$ cat src/rtl/index_decoder_if.sv
// Handshake bundle for index_decoder: index beat stream in, completed mask out.
// The slave modport is the decoder's side; master is the producer/consumer side.
interface index_decoder_if #(
  parameter int WIDTH = 32
);
  localparam int IDX_W = $clog2(WIDTH);

  logic             idx_valid_i;
  logic             idx_ready_o;
  logic [IDX_W-1:0] idx_i;
  logic             idx_last_i;
  logic             flush_i;
  logic             mask_valid_o;
  logic             mask_ready_i;
  logic [WIDTH-1:0] mask_o;
  logic [IDX_W:0]   count_o;
  logic             dup_o;
  logic             oor_o;

  modport slave (
    input  idx_valid_i, idx_i, idx_last_i, flush_i, mask_ready_i,
    output idx_ready_o, mask_valid_o, mask_o, count_o, dup_o, oor_o
  );

  modport master (
    output idx_valid_i, idx_i, idx_last_i, flush_i, mask_ready_i,
    input  idx_ready_o, mask_valid_o, mask_o, count_o, dup_o, oor_o
  );
endinterface

$ cat src/rtl/index_decoder.sv
// Rebuilds a multi-hot bit vector from a framed stream of bit indices and
// presents it, with its population count, on a held output handshake.
module index_decoder #(
  parameter int WIDTH = 32
) (
  input  logic           clk_i,
  input  logic           rst_ni,
  index_decoder_if.slave bus
);
  localparam int IDX_W = $clog2(WIDTH);
  localparam logic [IDX_W:0]   WIDTH_L = WIDTH[IDX_W:0];
  localparam logic [WIDTH-1:0] ONE_L   = {{(WIDTH-1){1'b0}}, 1'b1};

  typedef enum logic [0:0] {ST_ACCUM = 1'b0, ST_HOLD = 1'b1} state_t;

  state_t           state_r, state_nxt_s;
  logic [WIDTH-1:0] accum_r, accum_nxt_s;
  logic [IDX_W:0]   acc_cnt_r, acc_cnt_nxt_s;
  logic [WIDTH-1:0] mask_r, mask_nxt_s;
  logic [IDX_W:0]   count_r, count_nxt_s;
  logic             mask_valid_r, mask_valid_nxt_s;
  logic             idx_ready_r, idx_ready_nxt_s;
  logic             dup_r, dup_nxt_s;
  logic             oor_r, oor_nxt_s;

  logic             accept_s;
  logic             in_range_s;
  logic             already_s;
  logic [WIDTH-1:0] bit_s;
  logic [WIDTH-1:0] merged_s;
  logic [IDX_W:0]   merged_cnt_s;

  // Decode the incoming beat against the current accumulator.
  always_comb begin
    accept_s     = bus.idx_valid_i && idx_ready_r;
    in_range_s   = ({1'b0, bus.idx_i} < WIDTH_L);
    if (in_range_s) begin
      bit_s = ONE_L << bus.idx_i;
    end else begin
      bit_s = {WIDTH{1'b0}};
    end
    already_s    = |(accum_r & bit_s);
    merged_s     = accum_r | bit_s;
    merged_cnt_s = acc_cnt_r + {{IDX_W{1'b0}}, (in_range_s && !already_s)};
  end

  // Next-state and next-output logic; flush beats any beat on the same edge.
  always_comb begin
    state_nxt_s      = state_r;
    accum_nxt_s      = accum_r;
    acc_cnt_nxt_s    = acc_cnt_r;
    mask_nxt_s       = mask_r;
    count_nxt_s      = count_r;
    mask_valid_nxt_s = mask_valid_r;
    dup_nxt_s        = 1'b0;
    oor_nxt_s        = 1'b0;
    case (state_r)
      ST_ACCUM: begin
        if (bus.flush_i) begin
          accum_nxt_s   = {WIDTH{1'b0}};
          acc_cnt_nxt_s = {(IDX_W+1){1'b0}};
        end else if (accept_s) begin
          dup_nxt_s = in_range_s && already_s;
          oor_nxt_s = !in_range_s;
          if (bus.idx_last_i) begin
            mask_nxt_s       = merged_s;
            count_nxt_s      = merged_cnt_s;
            mask_valid_nxt_s = 1'b1;
            accum_nxt_s      = {WIDTH{1'b0}};
            acc_cnt_nxt_s    = {(IDX_W+1){1'b0}};
            state_nxt_s      = ST_HOLD;
          end else begin
            accum_nxt_s   = merged_s;
            acc_cnt_nxt_s = merged_cnt_s;
          end
        end else begin
          accum_nxt_s = accum_r;
        end
      end
      ST_HOLD: begin
        if (mask_valid_r && bus.mask_ready_i) begin
          mask_valid_nxt_s = 1'b0;
          state_nxt_s      = ST_ACCUM;
        end else begin
          mask_valid_nxt_s = mask_valid_r;
        end
      end
      default: begin
        state_nxt_s      = ST_ACCUM;
        mask_valid_nxt_s = 1'b0;
      end
    endcase
    idx_ready_nxt_s = (state_nxt_s == ST_ACCUM);
  end

  // State and output registers.
  always_ff @(posedge clk_i or negedge rst_ni) begin
    if (!rst_ni) begin
      state_r      <= ST_ACCUM;
      accum_r      <= {WIDTH{1'b0}};
      acc_cnt_r    <= {(IDX_W+1){1'b0}};
      mask_r       <= {WIDTH{1'b0}};
      count_r      <= {(IDX_W+1){1'b0}};
      mask_valid_r <= 1'b0;
      idx_ready_r  <= 1'b0;
      dup_r        <= 1'b0;
      oor_r        <= 1'b0;
    end else begin
      state_r      <= state_nxt_s;
      accum_r      <= accum_nxt_s;
      acc_cnt_r    <= acc_cnt_nxt_s;
      mask_r       <= mask_nxt_s;
      count_r      <= count_nxt_s;
      mask_valid_r <= mask_valid_nxt_s;
      idx_ready_r  <= idx_ready_nxt_s;
      dup_r        <= dup_nxt_s;
      oor_r        <= oor_nxt_s;
    end
  end

  assign bus.idx_ready_o  = idx_ready_r;
  assign bus.mask_valid_o = mask_valid_r;
  assign bus.mask_o       = mask_r;
  assign bus.count_o      = count_r;
  assign bus.dup_o        = dup_r;
  assign bus.oor_o        = oor_r;
endmodule

$ cat src/flat_wrapper.sv
// flat-port wrapper written by rule: the top's interface ports become plain ports
module index_decoder_flat 
#(
  parameter int WIDTH = 32
)
  (clk_i, rst_ni, bus_idx_valid_i, bus_idx_i, bus_idx_last_i, bus_flush_i, bus_mask_ready_i, bus_idx_ready_o, bus_mask_valid_o, bus_mask_o, bus_count_o, bus_dup_o, bus_oor_o);
  index_decoder_if #(.WIDTH(WIDTH)) bus_i ();
  input  logic clk_i;
  input  logic rst_ni;
  input wire logic [$bits(bus_i.idx_valid_i)-1:0] bus_idx_valid_i;
  input wire logic [$bits(bus_i.idx_i)-1:0] bus_idx_i;
  input wire logic [$bits(bus_i.idx_last_i)-1:0] bus_idx_last_i;
  input wire logic [$bits(bus_i.flush_i)-1:0] bus_flush_i;
  input wire logic [$bits(bus_i.mask_ready_i)-1:0] bus_mask_ready_i;
  output wire logic [$bits(bus_i.idx_ready_o)-1:0] bus_idx_ready_o;
  output wire logic [$bits(bus_i.mask_valid_o)-1:0] bus_mask_valid_o;
  output wire logic [$bits(bus_i.mask_o)-1:0] bus_mask_o;
  output wire logic [$bits(bus_i.count_o)-1:0] bus_count_o;
  output wire logic [$bits(bus_i.dup_o)-1:0] bus_dup_o;
  output wire logic [$bits(bus_i.oor_o)-1:0] bus_oor_o;
  assign bus_i.idx_valid_i = bus_idx_valid_i;
  assign bus_i.idx_i = bus_idx_i;
  assign bus_i.idx_last_i = bus_idx_last_i;
  assign bus_i.flush_i = bus_flush_i;
  assign bus_i.mask_ready_i = bus_mask_ready_i;
  assign bus_idx_ready_o = bus_i.idx_ready_o;
  assign bus_mask_valid_o = bus_i.mask_valid_o;
  assign bus_mask_o = bus_i.mask_o;
  assign bus_count_o = bus_i.count_o;
  assign bus_dup_o = bus_i.dup_o;
  assign bus_oor_o = bus_i.oor_o;
  index_decoder #(.WIDTH(WIDTH)) u_core (.clk_i(clk_i), .rst_ni(rst_ni), .bus(bus_i));
endmodule
$ cat config.mk
export PLATFORM = sky130hd
export DESIGN_NAME = index_decoder_flat
export DESIGN_NICKNAME = d
export VERILOG_FILES = /design/src/rtl/index_decoder_if.sv /design/src/rtl/index_decoder.sv /design/src/flat_wrapper.sv
export SDC_FILE = /design/constraint.sdc
export NUM_CORES = 1
export LEC_CHECK = 0
export BUFFER_PORTS_ARGS = -buffer_cell sky130_fd_sc_hd__buf_2
export CAP_MARGIN = 5
export CORE_MARGIN = 10
export CORE_UTILIZATION = 35
export DETAILED_ROUTE_END_ITERATION = 16
export HOLD_SLACK_MARGIN = 0.05
export PLACE_DENSITY = 0.53
export SLEW_MARGIN = 15
export SYNTH_ARGS = -nofsm -noshare
export SYNTH_HDL_FRONTEND = slang
export SYNTH_SLANG_ARGS = --single-unit
$ cat constraint.sdc
create_clock -name clk_i -period 5.8 [get_ports clk_i]
set_clock_uncertainty 0.1 [all_clocks]
set_input_delay 1.16 -clock clk_i [delete_from_list [all_inputs] [get_ports clk_i]]
set_output_delay 1.16 -clock clk_i [all_outputs]
set_load 0.02 [all_outputs]
==> results of run 1 <==
-- synth_stat cells (2+ instances only) --
library cell	count
dfrtp_1	80
nand2_1	50
o21ai_0	46
a21oi_1	30
a22o_1	19
clkbuf_1	16
nor2_1	13
nor2b_1	12
a31oi_1	11
a32o_1	8
and3_1	6
buf_2	6
nand3_1	5
nor3_1	5
nor3b_1	5
buf_6	4
buf_1	3
nand4_1	3
xnor2_1	3
a22oi_1	2
a41oi_1	2
and2_0	2
and2_1	2
buf_4	2
ha_1	2
inv_1	2
mux2_1	2
mux2_2	2
mux2i_1	2
o21a_1	2
-- critical path: stages --
cell and delay (ps):
buf_2 310, nor2b_2 150, a22oi_1 250, o32ai_1 100, or4_4 560, nor3_1 210, ha_1 210, and3_1 240
and3_1 230, nor2_1 60, o21ai_0 150, o21ai_0 100
-- power groups by stage --
stage               registers, mW  logic (mW)  clock network (mW)
finish                      0.634       0.255               0.414
global route                0.642       0.289               0.456
CTS                         0.635       0.261               0.430
detailed placement          0.645       0.260                   0
global placement            0.644       0.258                   0
floorplan                   0.690       0.125                   0
-- metrics by stage --
stage / worst slack, ps / instances / total power [mW]
finish: 2207 / 539 / 1.304
floorplan: 2357 / 366 / 0.8149
CTS: 2207 / 539 / 1.325
detailed placement: 1810 / 523 / 0.9052
global route: 1958 / 539 / 1.386
global placement: 1943 / 523 / 0.9019
-- worst max path at each step --
stage	start	endpoint	slack [ps]
after floorplan	bus_idx_i[2]	u_core.acc_cnt_r[5]	2360
after global placement	bus_idx_i[0]	u_core.acc_cnt_r[5]	1940
after detailed placement	bus_idx_i[0]	u_core.acc_cnt_r[5]	1810
after CTS	bus_idx_i[0]	u_core.acc_cnt_r[5]	2210
after global routing	bus_idx_i[0]	u_core.acc_cnt_r[5]	1960
final	bus_idx_i[0]	u_core.acc_cnt_r[5]	2210
-- final cells by class --
cell class / count / share of cell area
multi-input combinational: 253 / 0.3658
sequential: 80 / 0.4802
inverter: 2 / 0.001801
clock inverter: 3 / 0.009604
clock buffer: 13 / 0.03812
timing repair buffer: 52 / 0.06363
tap: 136 / 0.04082
-- sequential cells by signal, summed over array words and instances (netlist names) --
signal                   count
u_core.acc_cnt_r             6
u_core.accum_r              32
u_core.bus.count_o           6
u_core.bus.dup_o             1
u_core.bus.idx_ready_o       1
u_core.bus.mask_o           32
u_core.bus.mask_valid_o      1
u_core.state_r               1
-- layer usage --
| metal | routed length [um] | global-route usage |
|---|---|---|
| met1 | 4401 | 0.1737 |
| met2 | 3998 | 0.1827 |
| met4 | 129 | 0.04050 |
| met5 | 0 | 0 |
| met3 | 645 | 0.04775 |
-- logic make-up (layout without fill, tap and decap cells) --
group	Yosys count	count (layout)	share of synthesized area
AO/OA/AOI/OAI	125	125	0.2134
XOR/XNOR	4	4	0.009516
adder cells (fa/ha/maj)	2	2	0.006795
buffers and inverters	33	70	0.04587
flip-flops	80	80	0.5437
multiplexers	7	7	0.02378
other	1	1	0.001018
AND/OR/NAND/NOR	114	114	0.1560
==> results.md, run 1 <==
- Clock Sinks: 80
- Crit share post-route: 0.6196
- Synth cell types: 49
- Critical R2R Capture: u_core.acc_cnt_r[5]
- Slew Viols, Final: 0
- Core Region: 10,280 sq um
- Endpoints failing setup: 0
- Hold Crit Start: u_core.bus.mask_o[6]
- Post-synthesis cell count: 366
- Die Wd: 122.6 um
- Clk Tree Root Cell: clkbuf_8
- Internal Power: 0.8940 mW
- Power per standard cell area: 312.7 nW/um^2
- Clk pwr share: 0.318
- GRT Residual Overflow: 0
- Htree depth: 3
- Post-DRT Antenna Nets: 0
- F_max: between 0.2 and 0.3 GHz
- Commonest non-fill, non-tap cell in the layout: dfrtp_1
- DRC violations left: 0
- Crit path max fanout: 21
- Largest net degree at the start of global routing: 81
- Antenna Cells: 0
- Leak Pwr: 1.928 nW
- GR Util All Layers: 0.1273
- Post-route minimum period: roughly 3600 ps
- Drt first pass iters: 5
- Reg2Reg Setup Slack: 3020 ps
- Initial antenna violation count: 0
- Post-route cell area: 4169 sq um
- Hold EP: u_core.bus.mask_o[6]
- Worst IR Drop VDD: 146.1 uV
- Hold buffer count at CTS: 0
- Vias in the first global route: 2,866
- Seq pwr share: 0.486
- Rel. slew slack: 0.3165
- Final core utilization: 0.4056
- IO Count: 53
- Area of the multi-input gates: between 1500 and 2000 sq um
- Hold Path Depth: 2
- Initial Util: 0.3583
- Via/cell ratio: ~5.3
- Post-synth EDFFs: 0
- Net Sw Frac: 0.3141
- Nets: 411
- CTS Buf Count: 9
- Area growth from synthesis to layout: 13.22%
- Max-cap viol count: 0
- Post-Syn Nets: 379
- Final WL: 9174 um
- Synth Cell Area: 3682 sq um
- Placed cell area: 3965 sq um
- Hold WS: ~370 ps
- Crit path capture type: flop
- Postcts setup bufs: 0
- Main synth FF type: dfrtp_1
- Seq. cell area: 2002 sq um
- Synth Warn #: 0
- Placer congestion estimate: 0.8767
- Fraction of layout cells with a size suffix above 1: 0.1836
- Cts repair resizes: 0
- Num rows: 37
- Top cell type by total area after synthesis: dfrtp_1
- Unrepaired setup endpoints after global routing: false
- DRT iter0 DRCs: 159
- Dpl hpwl: 6180 um
- Classification of the worst setup path: in -> reg
- Sequential area share after synthesis: 0.5437
- Hold Crit Class: reg -> reg
- Net Sw Power: between 0.4 and 0.5 mW
- Final Hold Viols: 0
- Clock Tree Buf Depth: 2
- First-pass GRT wire length: 15,210 um
- Arr. time, crit path: 3730 ps
- Worst-margin pin slew: ~1000 ps
- Worst skew pair latency: between 300 and 400 ps
- Setup TNS: 0 ps
- Die ar.: 15,020 sq um
- FFs w/ async S/R, synth: 1.000
- Outcome: finished clean
- Depth of the worst register-to-register path: 11
- Gate power share: 0.196
- Critical Path RT: 5930 ps
- CTS clock-pin slew for the worst setup and hold paths: roughly 80 ps
- WL/cell: 17.02 um
- Worst R2R Start: u_core.accum_r[13]
- Synth Area per Inst: 10.06 sq um
- CTS tree: done
- Commonest non-fill, non-tap cells in the layout: dfrtp_1 (80), buf_2 (50), nand2_1 (49)
- Nature of the critical path startpoint: primary input
- Port bufs: 51
- Post-synth top area share: 0.5437
- Yosys reg bits: 80
- Via count: between 2k and 3k
- Fill count: 1,066
- Die Y: 122.6 um
- Synth area leaders: dfrtp_1 (54%), o21ai_0 (6.3%), nand2_1 (5.1%)
No activity file was read; power rests on OpenSTA's default activity.
==> run 2: changes to the inputs <==
Clock period 5.8 ns to 3.75 ns, I/O delays scaled along.
==> run 2 against run 1 <==
Effect of this change: final area up 1.2%; wire length is 0.32% higher; via count is 0.14% lower; clock power increased by 76%; global-route usage hardly changed; sequential share of layout area decreased by 0.58 points; count of clock-buffer cells in the layout is 1 higher; combinational power rose by 58%; register-to-register slack got worse by 2100 ps; flip-flop and latch count did not move; final cell count grew 0.56%; utilization rose by 0.50 points.
==> results.md, run 2 (synthesized netlist as in run 1, its figures left out) <==
- Outcome: finished clean
- Dpl hpwl: ~6400 um
- Initial antenna violation count: 0
- Worst R2R Start: u_core.accum_r[2]
- GRT Residual Overflow: 0
- Clock Sinks: 80
- Drt first pass iters: 4
- Crit share post-route: 0.8496
- WL/cell: between 15 and 20 um
- Unrepaired setup endpoints after global routing: false
- Placer congestion estimate: just under 0.9
- Num rows: 37
- Fraction of layout cells with a size suffix above 1: 0.1897
- Hold buffer count at CTS: 0
- Die ar.: 15,020 sq um
- Port bufs: 51
- Post-DRT Antenna Nets: 0
- Hold EP: u_core.bus.mask_o[14]
- CTS tree: done
- Top delay family on crit path: simple AND/OR/NAND/NOR gates
- Critical R2R Capture: u_core.acc_cnt_r[5]
- Post-Place Worst Slack: 201.0 ps
- Crit path max fanout: 21
- Slew Viols, Final: 0
- Arr. time, crit path: 3310 ps
- Worst-margin pin slew: 1014 ps
- Postcts setup bufs: 0
- Hold WS: 375.9 ps
- Critical Path RT: between 3000 and 4000 ps
- Depth of the worst register-to-register path: 11
- Nature of the critical path startpoint: primary input
- Initial Util: 0.3583
- Setup TNS: 0 ps
- Vias in the first global route: just under 3k
- CTS clock-pin slew for the worst setup and hold paths: 80 ps
- Die Wd: about 120 um
- Area growth from synthesis to layout: 14.61%
- Slowest cell on crit path: or4_4
- Classification of the worst setup path: in -> reg
- Hold Crit Start: u_core.bus.mask_o[14]
- Max-cap viol count: 0
- Commonest non-fill, non-tap cell in the layout: dfrtp_1
- CP peak stage delay: roughly 560 ps
- Largest net degree at the start of global routing: slightly above 80
- Commonest non-fill, non-tap cells in the layout: dfrtp_1 (80), buf_2 (50), nand2_1 (49)
- Power per standard cell area: 500.9 nW/um^2
- Final setup margin: 563.8 ps
- Reg2Reg Setup Slack: approximately 950 ps
- Endpoints failing setup: 0
- Antenna Cells: 0
- Core Region: 10,280 sq um
- GR Util All Layers: 0.1273
- Hold Path Depth: 2
- First-pass GRT wire length: 15,260 um
- Htree depth: 3
- Via count: roughly 2.9k
- Worst path bufs/invs: 1
- Critical-path cell list: buf_2 -> nor2b_2 -> a22oi_1 -> o32ai_1 -> or4_4 -> nor3_1 -> ha_1 -> and3_1 -> and3_1 -> nor2_1 -> o21ai_0 -> o21ai_0
- Worst skew pair latency: 350 ps
- Post-route cell area: 4220 sq um
- Final Hold Viols: 0
- Hold Crit Class: reg -> reg
- Worst IR Drop VDD: 296.0 uV
- Die Y: about 120 um
- Crit path capture type: flop
- IO Count: 53
- Clk Tree Root Cell: clkbuf_8
- Nets: 414
- Pwr Total: 2.114 mW
- Cts repair resizes: 0
- DRT iter0 DRCs: 157
- Post-route minimum period: 3186 ps
- Via/cell ratio: 5.304
- CTS Buf Count: 9
- Cell depth of the worst setup path: 12
- F_max: ~0.31 GHz
- Fill count: 1,054
- Placed cell area: 3988 sq um
- Rel. slew slack: 0.3238
- Clock Tree Buf Depth: 2
- DRC violations left: 0
- Final WL: just over 9000 um
- Leak Pwr: 1.948 nW
-- run 2: per-stage QoR --
stage                     instances  utilization
after floorplan                 366            -
after global routing            542       0.4106
final                           542       0.4106
after CTS                       542       0.4106
after global placement          526       0.3880
after detailed placement        526       0.3880
-- run 2: layout make-up --
cell class	count	area, sq um	area share
clock buffers	14	172.7	0.04091
flip-flops and latches	80	2002	0.4744
multi-input cells	253	1520	0.3602
repair buffers	55	287.8	0.06819
inverters	2	7.507	0.001779
well taps	136	170.2	0.04032
clock inverters	2	60.06	0.01423
-- run 2: worst register-to-register path, cell delays in order (launching register included) --
cell	delay, ps
dfrtp_1	410
nor3b_1	150
a31oi_1	150
o32ai_1	90
or4_4	560
nor3_1	240
ha_1	200
and3_1	240
and3_1	240
nor2_1	50
o21ai_0	140
o21ai_0	110
-- run 2: worst max-delay path by stage --
stage / start / slack [ps] / to
final: bus_idx_i[0] / 560 / u_core.acc_cnt_r[5]
after global routing: bus_idx_i[0] / 370 / u_core.acc_cnt_r[5]
after CTS: bus_idx_i[0] / 600 / u_core.acc_cnt_r[5]
after detailed placement: bus_idx_i[0] / 200 / u_core.acc_cnt_r[5]
after global placement: bus_idx_i[0] / 310 / u_core.acc_cnt_r[5]
after floorplan: bus_idx_i[2] / 720 / u_core.acc_cnt_r[5]
-- run 2: routing by layer --
metal,wire [um],global-route usage,vias up
met2,4130,0.1857,77
met4,129,0.04492,0
met1,4260,0.1720,1403
met5,0,0,-
met3,683,0.04316,14
li1,-,-,1381
-- run 2: report_power, final --
part	internal [mW]	switching (mW)	leakage (nW)	total, mW
registers	0.935	0.0463	1.10	0.981
logic	0.113	0.290	0.728	0.402
clock network	0.431	0.300	0.117	0.730
total	1.48	0.636	1.95	2.11
